<file path="src/rtl/i2s_pkg.sv">
// Shared constants and types for the I2S transmit master.
package i2s_pkg;

  localparam int unsigned SAMPLE_W = 32;
  localparam int unsigned WLEN_W   = 5;

  typedef enum logic {
    ST_IDLE = 1'b0,
    ST_RUN  = 1'b1
  } i2s_state_e;

  // Frame configuration captured on IDLE -> RUN and held for the whole run
  typedef struct packed {
    logic [WLEN_W-1:0] wordlen;
    logic              lsb_first;
  } i2s_cfg_t;

endpackage

</file>
<file path="src/rtl/i2s_tx_clkgen.sv">
// SCK divider: half-period counter, registered SCK and a falling-event strobe
// asserted in the same cycle as the 1->0 toggle.
module i2s_tx_clkgen #(
  parameter int unsigned DIV_W = 16
) (
  input  logic             clk,
  input  logic             rst_n,
  input  logic             run,
  input  logic [DIV_W-1:0] clkdiv,
  output logic             sck,
  output logic             fall_c
);

  logic [DIV_W-1:0] cnt_q;
  logic             tc_c;

  assign tc_c   = run && (cnt_q == clkdiv);
  assign fall_c = tc_c && sck;

  // Counter and SCK are parked at zero whenever the block is not running
  always_ff @(posedge clk or negedge rst_n) begin
    if (!rst_n) begin
      cnt_q <= '0;
      sck   <= 1'b0;
    end else if (!run) begin
      cnt_q <= '0;
      sck   <= 1'b0;
    end else if (tc_c) begin
      cnt_q <= '0;
      sck   <= ~sck;
    end else begin
      cnt_q <= cnt_q + DIV_W'(1);
    end
  end

endmodule

</file>
<file path="src/rtl/i2s_tx_master.sv">
// I2S transmit master: one-entry sample hold, SCK generation and a
// left/right serializer with the standard one-bit word-select delay.
module i2s_tx_master
  import i2s_pkg::*;
#(
  parameter int unsigned DIV_W = 16
) (
  input  logic                sys_clk_i,
  input  logic                rstn_i,
  input  logic                cfg_en_i,
  input  logic [DIV_W-1:0]    cfg_clkdiv_i,
  input  logic [WLEN_W-1:0]   cfg_wordlen_i,
  input  logic                cfg_lsb_first_i,
  input  logic [SAMPLE_W-1:0] data_i,
  input  logic                data_valid_i,
  output logic                data_ready_o,
  output logic                sck_o,
  output logic                ws_o,
  output logic                sd_o,
  output logic                underrun_o
);

  i2s_state_e          state_q, state_d;
  logic                start_c, stop_c, load_c, accept_c, fall_c, run_c;
  i2s_cfg_t            cfg_q;
  logic [DIV_W-1:0]    clkdiv_q;
  logic                hold_full_q;
  logic [SAMPLE_W-1:0] hold_q, shift_q, word_c;
  logic [WLEN_W-1:0]   bit_cnt_q;
  logic                stop_q, ws_q, sd_q, underrun_q;

  assign run_c        = (state_q == ST_RUN);
  assign accept_c     = data_valid_i && !hold_full_q;
  assign load_c       = fall_c && !stop_q && (bit_cnt_q == '0);
  assign data_ready_o = !hold_full_q;
  assign ws_o         = ws_q;
  assign sd_o         = sd_q;
  assign underrun_o   = underrun_q;

  i2s_tx_clkgen #(.DIV_W(DIV_W)) u_clkgen (
    .clk    (sys_clk_i),
    .rst_n  (rstn_i),
    .run    (run_c),
    .clkdiv (clkdiv_q),
    .sck    (sck_o),
    .fall_c (fall_c)
  );

  always_ff @(posedge sys_clk_i or negedge rstn_i) begin
    if (!rstn_i) state_q <= ST_IDLE;
    else         state_q <= state_d;
  end

  always_comb begin
    state_d = state_q;
    start_c = 1'b0;
    stop_c  = 1'b0;
    case (state_q)
      ST_IDLE: begin
        if (cfg_en_i && hold_full_q) begin
          state_d = ST_RUN;
          start_c = 1'b1;
        end
      end
      ST_RUN: begin
        if (fall_c && stop_q) begin
          state_d = ST_IDLE;
          stop_c  = 1'b1;
        end
      end
      default: state_d = ST_IDLE;
    endcase
  end

  // Word feeding the serializer: fresh sample (or zeros) on slot load, else the shifter
  always_comb begin
    word_c = shift_q;
    if (bit_cnt_q == '0) word_c = hold_full_q ? hold_q : '0;
  end

  // A sample accepted during a load lands after it, so it waits for the next slot
  always_ff @(posedge sys_clk_i or negedge rstn_i) begin
    if (!rstn_i) begin
      hold_full_q <= 1'b0;
      hold_q      <= '0;
    end else begin
      if (load_c) hold_full_q <= 1'b0;
      if (accept_c) begin
        hold_full_q <= 1'b1;
        hold_q      <= data_i;
      end
    end
  end

  always_ff @(posedge sys_clk_i or negedge rstn_i) begin
    if (!rstn_i) begin
      cfg_q      <= '0;
      clkdiv_q   <= '0;
      bit_cnt_q  <= '0;
      shift_q    <= '0;
      stop_q     <= 1'b0;
      ws_q       <= 1'b0;
      sd_q       <= 1'b0;
      underrun_q <= 1'b0;
    end else begin
      underrun_q <= 1'b0;
      if (start_c) begin
        cfg_q.wordlen   <= cfg_wordlen_i;
        cfg_q.lsb_first <= cfg_lsb_first_i;
        clkdiv_q        <= cfg_clkdiv_i;
        bit_cnt_q       <= '0;
        shift_q         <= '0;
        stop_q          <= 1'b0;
        ws_q            <= 1'b0;
        sd_q            <= 1'b0;
      end else if (stop_c) begin
        bit_cnt_q <= '0;
        shift_q   <= '0;
        stop_q    <= 1'b0;
        ws_q      <= 1'b0;
        sd_q      <= 1'b0;
      end else if (fall_c) begin
        underrun_q <= load_c && !hold_full_q;
        sd_q       <= cfg_q.lsb_first ? word_c[0] : word_c[cfg_q.wordlen];
        shift_q    <= cfg_q.lsb_first ? (word_c >> 1) : (word_c << 1);
        if (bit_cnt_q == cfg_q.wordlen) begin
          // Last bit of the slot: WS flips now; enable is sampled at the end of the right slot
          bit_cnt_q <= '0;
          ws_q      <= ~ws_q;
          if (ws_q) stop_q <= !cfg_en_i;
        end else begin
          bit_cnt_q <= bit_cnt_q + WLEN_W'(1);
        end
      end
    end
  end

endmodule

</file>
<file path="config.mk">
export PLATFORM = sky130hd
export DESIGN_NAME = i2s_tx_master
export DESIGN_NICKNAME = d
export VERILOG_FILES = /design/src/rtl/i2s_pkg.sv /design/src/rtl/i2s_tx_clkgen.sv /design/src/rtl/i2s_tx_master.sv
export SDC_FILE = /design/constraint.sdc
export NUM_CORES = 1
export LEC_CHECK = 0
export ABC_AREA = 1
export BUFFER_PORTS_ARGS = -buffer_cell sky130_fd_sc_hd__buf_2
export CAP_MARGIN = 5
export CORE_AREA = 3 3 94 162
export CTS_BUF_LIST = sky130_fd_sc_hd__clkbuf_2 sky130_fd_sc_hd__clkbuf_4 sky130_fd_sc_hd__clkbuf_8
export DETAILED_ROUTE_END_ITERATION = 8
export DIE_AREA = 0 0 97 165
export PLACE_DENSITY_LB_ADDON = 0.3
export SLEW_MARGIN = 20
export SYNTH_ARGS = -nofsm -noshare
export SYNTH_HDL_FRONTEND = slang
export SYNTH_HIERARCHICAL = 1
export SYNTH_SLANG_ARGS = --single-unit
</file>
<file path="constraint.sdc">
create_clock -name sys_clk_i -period 2.2 [get_ports sys_clk_i]
set_input_delay 0.33 -clock sys_clk_i [delete_from_list [all_inputs] [get_ports sys_clk_i]]
set_output_delay 0.33 -clock sys_clk_i [all_outputs]
set_load 0.01 [all_outputs]
</file>
==> key figures, run 1 <==
Timing
  • Unrepaired setup endpoints after global routing: true
  • Number of setup violations in the final report: 0
  • Final worst slack: 0.07336 ns
  • Post-layout min period: 2.127 ns
  • Slew headroom: 60.99%
  • Final Hold Vio Count: 0
  • Worst clock skew: 0.01225 ns
  • Worst-margin pin slew: 0.5816 ns
  • Fin crit share: 96.67%
  • Hold slack: 0.09384 ns
  • Final Max Tran Viols: 0
  • Fmax: 0.4702 GHz

Die
  • Initial Utilization: 44.44%
  • I/O Pins: 63
  • Row cnt: 57
  • Core footprint: 14050 sq um
  • Full die area: 16010 sq um
  • Die Span X: 97 um
  • Die H: 165 um

Finish
  • Register Area: 2853 sq um
  • Area Growth Syn to Fin: 23.29%
  • Fill cells: 1302
  • Fin nets: 924
  • Fraction of layout cells with a size suffix above 1: 27.85%
  • ANT cells: 0
  • Leading cell types in the layout, fill and taps excluded: nand2_1, dfrtp_1, nand3_1
  • Most common cell after layout, fill and taps aside: nand2_1
  • Multi-input gate area: 3024 sq um
  • Fin cells: 1053

Clock network
  • CTS Buf Count: 17
  • Clock-pin slew on the worst setup and hold paths: 0.07 ns
  • Clock root cell: clkbuf_8
  • CTS Buffer Depth: 2
  • CTS tree: yes
  • # H-tree levels: 4
  • Clk sinks: 114
  • Clk Latency, worst-skew pair: 0.44 ns

Critical path
  • CP max stage cell: dfrtp_1
  • Cell chain of the critical path: nor2_1, nor2_1, nor2_2, nand2_2, nor2_4, nand3_2, nor2_4, nand2_2, nor2_4, nor2_2, inv_2, nor2_4, nand2_4, clkbuf_16, o221ai_1
  • Crit-path max cell delay: 0.42 ns
  • CP most frequent cell: nor2_4
  • CP Launch Type: flop
  • Worst setup path class: reg2reg
  • Worst-path fanout max: 8
  • WP data arrival: 2.43 ns
  • Worst setup EP type: flop
  • Worst EP required: 2.50 ns

Logic synthesis
  • Post-synthesis sequential area ratio: 45.69%
  • Post-synthesis register bit count: 114
  • Number of distinct library cells after synthesis: 35
  • Syn Inst Count: 775
  • Synth warn: 6
  • Mapped Area: 6243 sq um
  • Async set or reset register ratio after synthesis: 100.0%
  • Post-synthesis average cell area: 8.056 sq um
  • Ys flop type: dfrtp_1
  • Mapped Nets: 836
  • EDFF count, synth: 0

GRT
  • Number of global-route vias before repair: 5679
  • Initial antenna violation count: 0
  • Largest net degree at the start of global routing: 53
  • Total GRT Usage: 21.21%
  • First-pass GRT wire length: 26.80 mm
  • Grt ovf: 0

Drt
  • First-pass iteration count of the detailed router: 5
  • Via density: 5.241
  • Post-Route WL: 16.76 mm
  • DRT iter0 DRCs: 286
  • Drc violations: 0
  • WL/cell: 15.92 um
  • Antenna-violating nets left: 0
  • Vias post-DR: 5519

Placed design
  • Setup WS pre-CTS: 0.02592 ns
  • Port Buf Inserts: 62
  • Placed insts: 1010
  • GP Congestion: 0.8716
  • Detailed placement HPWL: 11.66 mm

Power
  • Peak VDD IR: 567.7 uV
  • Leak Pwr: 3.849 nW
  • Pwr/cell area: 707.9 nW/um^2
  • Final total power: 5.449 mW

Status
  • Status: finished clean

Hold path
  • Class of the worst hold path: in2reg

Run
  • # Max-Cap Violations: 0
==> worst max-delay path: cells and delay by family, from the launching register on <==
kind / cells / cell delay, ns
flops: 1 / 0.42
simple gates: 12 / 1.19
buf+inv: 2 / 0.27
compound gates: 1 / 0.11
==> state kept, by name (all words and copies together) (netlist names) <==
register,flops
u_clkgen/sck,1
sd_o,1
stop_q,1
run_c,1
hold_q,32
ws_o,1
u_clkgen/cnt_q,16
cfg_q,6
underrun_o,1
shift_q,32
clkdiv_q,16
hold_full_q,1
bit_cnt_q,5
==> what timing repair did <==
item / in CTS / in global routing
buffers inserted: 0 / 6
endpoints found under the hold margin: 22 / 0
setup endpoints to repair: 0 / 41
hold buffers: 1 / 0
resized for setup: 0 / 46
==> final cells by class <==
type	instances	area share, %
Clock inverter	10	2.341
Tap cell	177	2.877
Multi-Input combinational cell	533	39.29
Inverter	93	4.584
Sequential cell	114	37.06
Timing Repair Buffer	104	10.16
Clock buffer	22	3.690
==> layer usage <==
metal / wire (um) / vias to the layer above / global-route usage (%)
met5: 0 / - / 0
met4: 945 / 0 / 12.72
met3: 626 / 64 / 4.057
met2: 9059 / 150 / 40.22
met1: 6129 / 2632 / 21.22
li1: - / 2673 / -
==> power breakdown <==
group / internal, mW / switching, mW / total [mW]
logic: 0.344 / 0.486 / 0.830
registers: 2.21 / 0.114 / 2.32
clock network: 1.44 / 0.858 / 2.30
total: 3.99 / 1.46 / 5.45
==> through the flow <==
step | setup TNS, ns | area (sq um) | util (%)
after global placement | 0 | 6884 | 49.00
after detailed placement | 0 | 6884 | 49.00
final | 0 | 7697 | 54.79
after CTS | 0 | 7358 | 52.37
after global routing | -1.589 | 7697 | 54.79
after floorplan | 0 | 6243 | -
==> worst paths after layout <==
| check | startpoint | to | slack, ns | cells after the start |
|---|---|---|---|---|
| min reg2reg | sd_o | sd_o | 0.49 | 2 |
| max | u_clkgen/cnt_q[12] | shift_q[8] | 0.07 | 15 |
| min | cfg_wordlen_i[1] | cfg_q[2] | 0.09 | 3 |
| min in group asynchronous | rstn_i | hold_q[13] | 0.34 | 2 |
| max reg2reg | u_clkgen/cnt_q[12] | shift_q[8] | 0.07 | 15 |
| max in group asynchronous | rstn_i | stop_q | 1.24 | 3 |
==> kinds of logic (layout without fill, tap and decap cells) <==
group | after synthesis | count (layout) | share of synthesized area (%)
buf+inv | 128 | 229 | 9.058
xor+xnor | 19 | 19 | 2.665
compound gates | 50 | 50 | 5.952
fa+ha+maj | 3 | 3 | 0.6013
mux | 32 | 32 | 5.772
flops | 114 | 114 | 45.69
simple gates | 429 | 429 | 30.26
==> synthesized netlist by cell type (2+ instances only) <==
cell type / number / area (sq um)
o21ai_1: 2 / 10.01
nor2_4: 2 / 22.52
nand2_2: 11 / 68.82
nor2_2: 14 / 87.58
inv_2: 4 / 15.01
o22ai_1: 2 / 12.51
o21ai_0: 11 / 55.05
inv_1: 86 / 322.8
nand3b_1: 2 / 15.01
dfrtp_1: 114 / 2853
nor3_1: 2 / 10.01
nand2_4: 3 / 33.78
clkinv_1: 3 / 11.26
mux2_2: 32 / 360.4
nor2_1: 37 / 138.9
nand2_1: 250 / 938.4
a21oi_1: 3 / 15.01
nand3_1: 100 / 500.5
buf_4: 2 / 15.01
buf_6: 3 / 33.78
nand4_1: 4 / 25.02
clkbuf_1: 6 / 22.52
xor2_1: 18 / 157.7
buf_2: 22 / 110.1
ha_1: 3 / 37.54
o221ai_1: 30 / 262.8
No activity file was read; power rests on OpenSTA's default activity.
==> run 2: changes to the inputs <==
--- a/config.mk
+++ b/config.mk
@@ -8,10 +8,10 @@
 export ABC_AREA = 1
 export BUFFER_PORTS_ARGS = -buffer_cell sky130_fd_sc_hd__buf_2
 export CAP_MARGIN = 5
-export CORE_AREA = 3 3 94 162
+export CORE_AREA = 3 3 112 136
 export CTS_BUF_LIST = sky130_fd_sc_hd__clkbuf_2 sky130_fd_sc_hd__clkbuf_4 sky130_fd_sc_hd__clkbuf_8
 export DETAILED_ROUTE_END_ITERATION = 8
-export DIE_AREA = 0 0 97 165
+export DIE_AREA = 0 0 115 139
 export PLACE_DENSITY_LB_ADDON = 0.3
 export SLEW_MARGIN = 20
 export SYNTH_ARGS = -nofsm -noshare
==> run 2 against run 1 <==
Clock power is 17% lower. Count of clock-buffer cells in the layout fell by 4. Largest cell class unchanged. Largest power group unchanged. Global-route usage decreased by 0.68 points. First-iteration DRC count rose by 1.7%. Combinational power grew 5.5%. Highest routed layer unchanged.
==> key figures, run 2 (synthesis results as in run 1) <==
GRT
  • Met2 capacity usage during global routing: 33.81%
  • Met1 GRT Util: 27.59%
  • Total GRT Usage: 20.53%
  • Largest net degree at the start of global routing: 48
  • Initial antenna violation count: 0
  • Number of global-route vias before repair: 5290
  • Grt ovf: 0
  • Busiest grt layer: met2
  • First-pass GRT wire length: 26.30 mm
  • Met3 GRT Util: 4.059%

Clock network
  • Clock root cell: clkbuf_8
  • Clk Latency, worst-skew pair: 0.44 ns
  • Clk sinks: 114
  • CTS tree: yes
  • Clock-pin slew on the worst setup and hold paths: 0.08 ns
  • CTS Buffer Depth: 2
  • CTS Buf Count: 17
  • # H-tree levels: 4

Power
  • Clock power frac: 37.6%
  • Final total power: 5.112 mW
  • Combinational Power Share: 17.1%
  • Peak VDD IR: 433.6 uV
  • Pint: 3.604 mW
  • Pwr/cell area: 662.6 nW/um^2
  • Net Sw Power: 1.508 mW
  • Leak Pwr: 3.854 nW
  • Seq pwr share: 45.2%
  • Switching share of power: 29.49%

Drt
  • First-pass iteration count of the detailed router: 5
  • Drc violations: 0
  • Post-Route WL: 16.73 mm
  • DRT iter0 DRCs: 291
  • Vias post-DR: 5498
  • Via density: 5.187
  • Antenna-violating nets left: 0
  • WL/cell: 15.78 um

Status
  • Status: finished clean

Die
  • I/O Pins: 63
  • Row cnt: 48
  • Core footprint: 14170 sq um
  • Die H: 139 um
  • Initial Utilization: 44.05%
  • Full die area: 15990 sq um
  • Die Span X: 115 um

Finish
  • Fin cells: 1060
  • Fin nets: 934
  • Most common cell after layout, fill and taps aside: nand2_1
  • ANT cells: 0
  • Top Registers: hold_q: 32 flops, shift_q: 32 flops
  • Leading cell types in the layout, fill and taps excluded: nand2_1, dfrtp_1, nand3_1
  • Area Growth Syn to Fin: 23.57%
  • Fraction of layout cells with a size suffix above 1: 28.59%

Placed design
  • Setup WS pre-CTS: 0.06250 ns
  • GP Congestion: 0.8462
  • Detailed placement HPWL: 11.22 mm
  • Port Buf Inserts: 62
  • Placed insts: 1009

Critical path
  • WP data arrival: 2.49 ns
  • Worst EP required: 2.54 ns
  • Worst setup EP type: flop
  • Worst-path fanout max: 8
  • CP Launch Type: flop
  • Worst setup path class: reg2reg

Timing
  • Worst clock skew: 0.01466 ns
  • Fin crit share: 97.77%
  • Final worst slack: 0.04910 ns
  • Final Max Tran Viols: 0
  • Slew headroom: 61.21%
  • Post-layout min period: 2.151 ns
  • Setup TNS: 0 ns
  • Fmax: 0.4649 GHz
  • Unrepaired setup endpoints after global routing: true
  • Number of setup violations in the final report: 0
  • Final Hold Vio Count: 0
  • Worst-margin pin slew: 0.5782 ns

Hold path
  • Class of the worst hold path: in2reg

Run
  • # Max-Cap Violations: 0
==> run 2: cell count changes in the layout (fill, tap and decap cells not counted), moves of 2 or more <==
cell	before	now
buf_4	30	36
clkinv_4	0	3
nor2_4	5	7
nand2_1	246	244
buf_6	1	4
nand3_2	3	1
nand3_1	97	99
clkbuf_4	3	0
nand2_2	13	16
bufinv_16	5	2
nor2_1	30	28
clkinvlp_4	3	5
==> run 2: final timing paths <==
path	startpoint	endpoint	slack (ns)	cells after the start
min in group asynchronous	rstn_i	hold_q[19]	0.37	2
min	cfg_clkdiv_i[8]	clkdiv_q[8]	0.08	3
max in group asynchronous	rstn_i	run_c	1.24	3
min reg2reg	sd_o	sd_o	0.48	2
max	u_clkgen/cnt_q[1]	shift_q[25]	0.05	13
max reg2reg	u_clkgen/cnt_q[1]	shift_q[25]	0.05	13
==> run 2: critical path, stage by stage (launching register included) <==
cell and delay, ns:
dfrtp_1 0.41, nor2_1 0.10, nor2_1 0.07, nor2_2 0.11
nand2_2 0.09, nor2_4 0.13, nand3_2 0.10, nor2_4 0.14
buf_4 0.12, inv_1 0.07, nor2_4 0.20, nand2_4 0.13
clkbuf_16 0.19, o221ai_1 0.18
==> run 2: layer usage <==
layer / routed length, um / part of all wire [%] / up-vias
met4: 392 / 2.3 / 0
li1: - / - / 2706
met1: 6961 / 42 / 2579
met3: 982 / 5.9 / 31
met5: 0 / 0 / -
met2: 8389 / 50 / 182
==> run 2: layout make-up <==
class	instances	area, sq um
fillers	1337	6459
repair buffers	113	865.8
inverters	93	349.1
flip-flops and latches	114	2853
well taps	175	219.0
clock inverters	13	138.9
multi-input cells	534	3042
clock buffers	18	247.7
==> run 2: stage by stage <==
step / instance area [sq um] / util [%] / hold WS, ns
finish: 7715 / 54.43 / 0.08271
global route: 7715 / 54.43 / 0.06822
CTS: 7261 / 51.23 / 0.06340
detailed placement: 6864 / 48.43 / 0.2935
global placement: 6864 / 48.43 / 0.2897
floorplan: 6243 / - / 0.03441
==> run 2: power by group through the flow <==
stage	combinational [mW]	clock (mW)	sequential, mW
after CTS	0.819	1.96	2.31
after global routing	0.995	2.05	2.32
final	0.876	1.92	2.31
after detailed placement	0.814	0	2.35
after global placement	0.800	0	2.35
after floorplan	0.500	0	2.34
==> run 2: timing repair <==
item                       4_1_cts  5_1_grt
gates resized for setup          0       51
setup endpoints to repair        0       40
buffers inserted                 0       12
hold buffers                     1        0
hold endpoints to repair        27        0
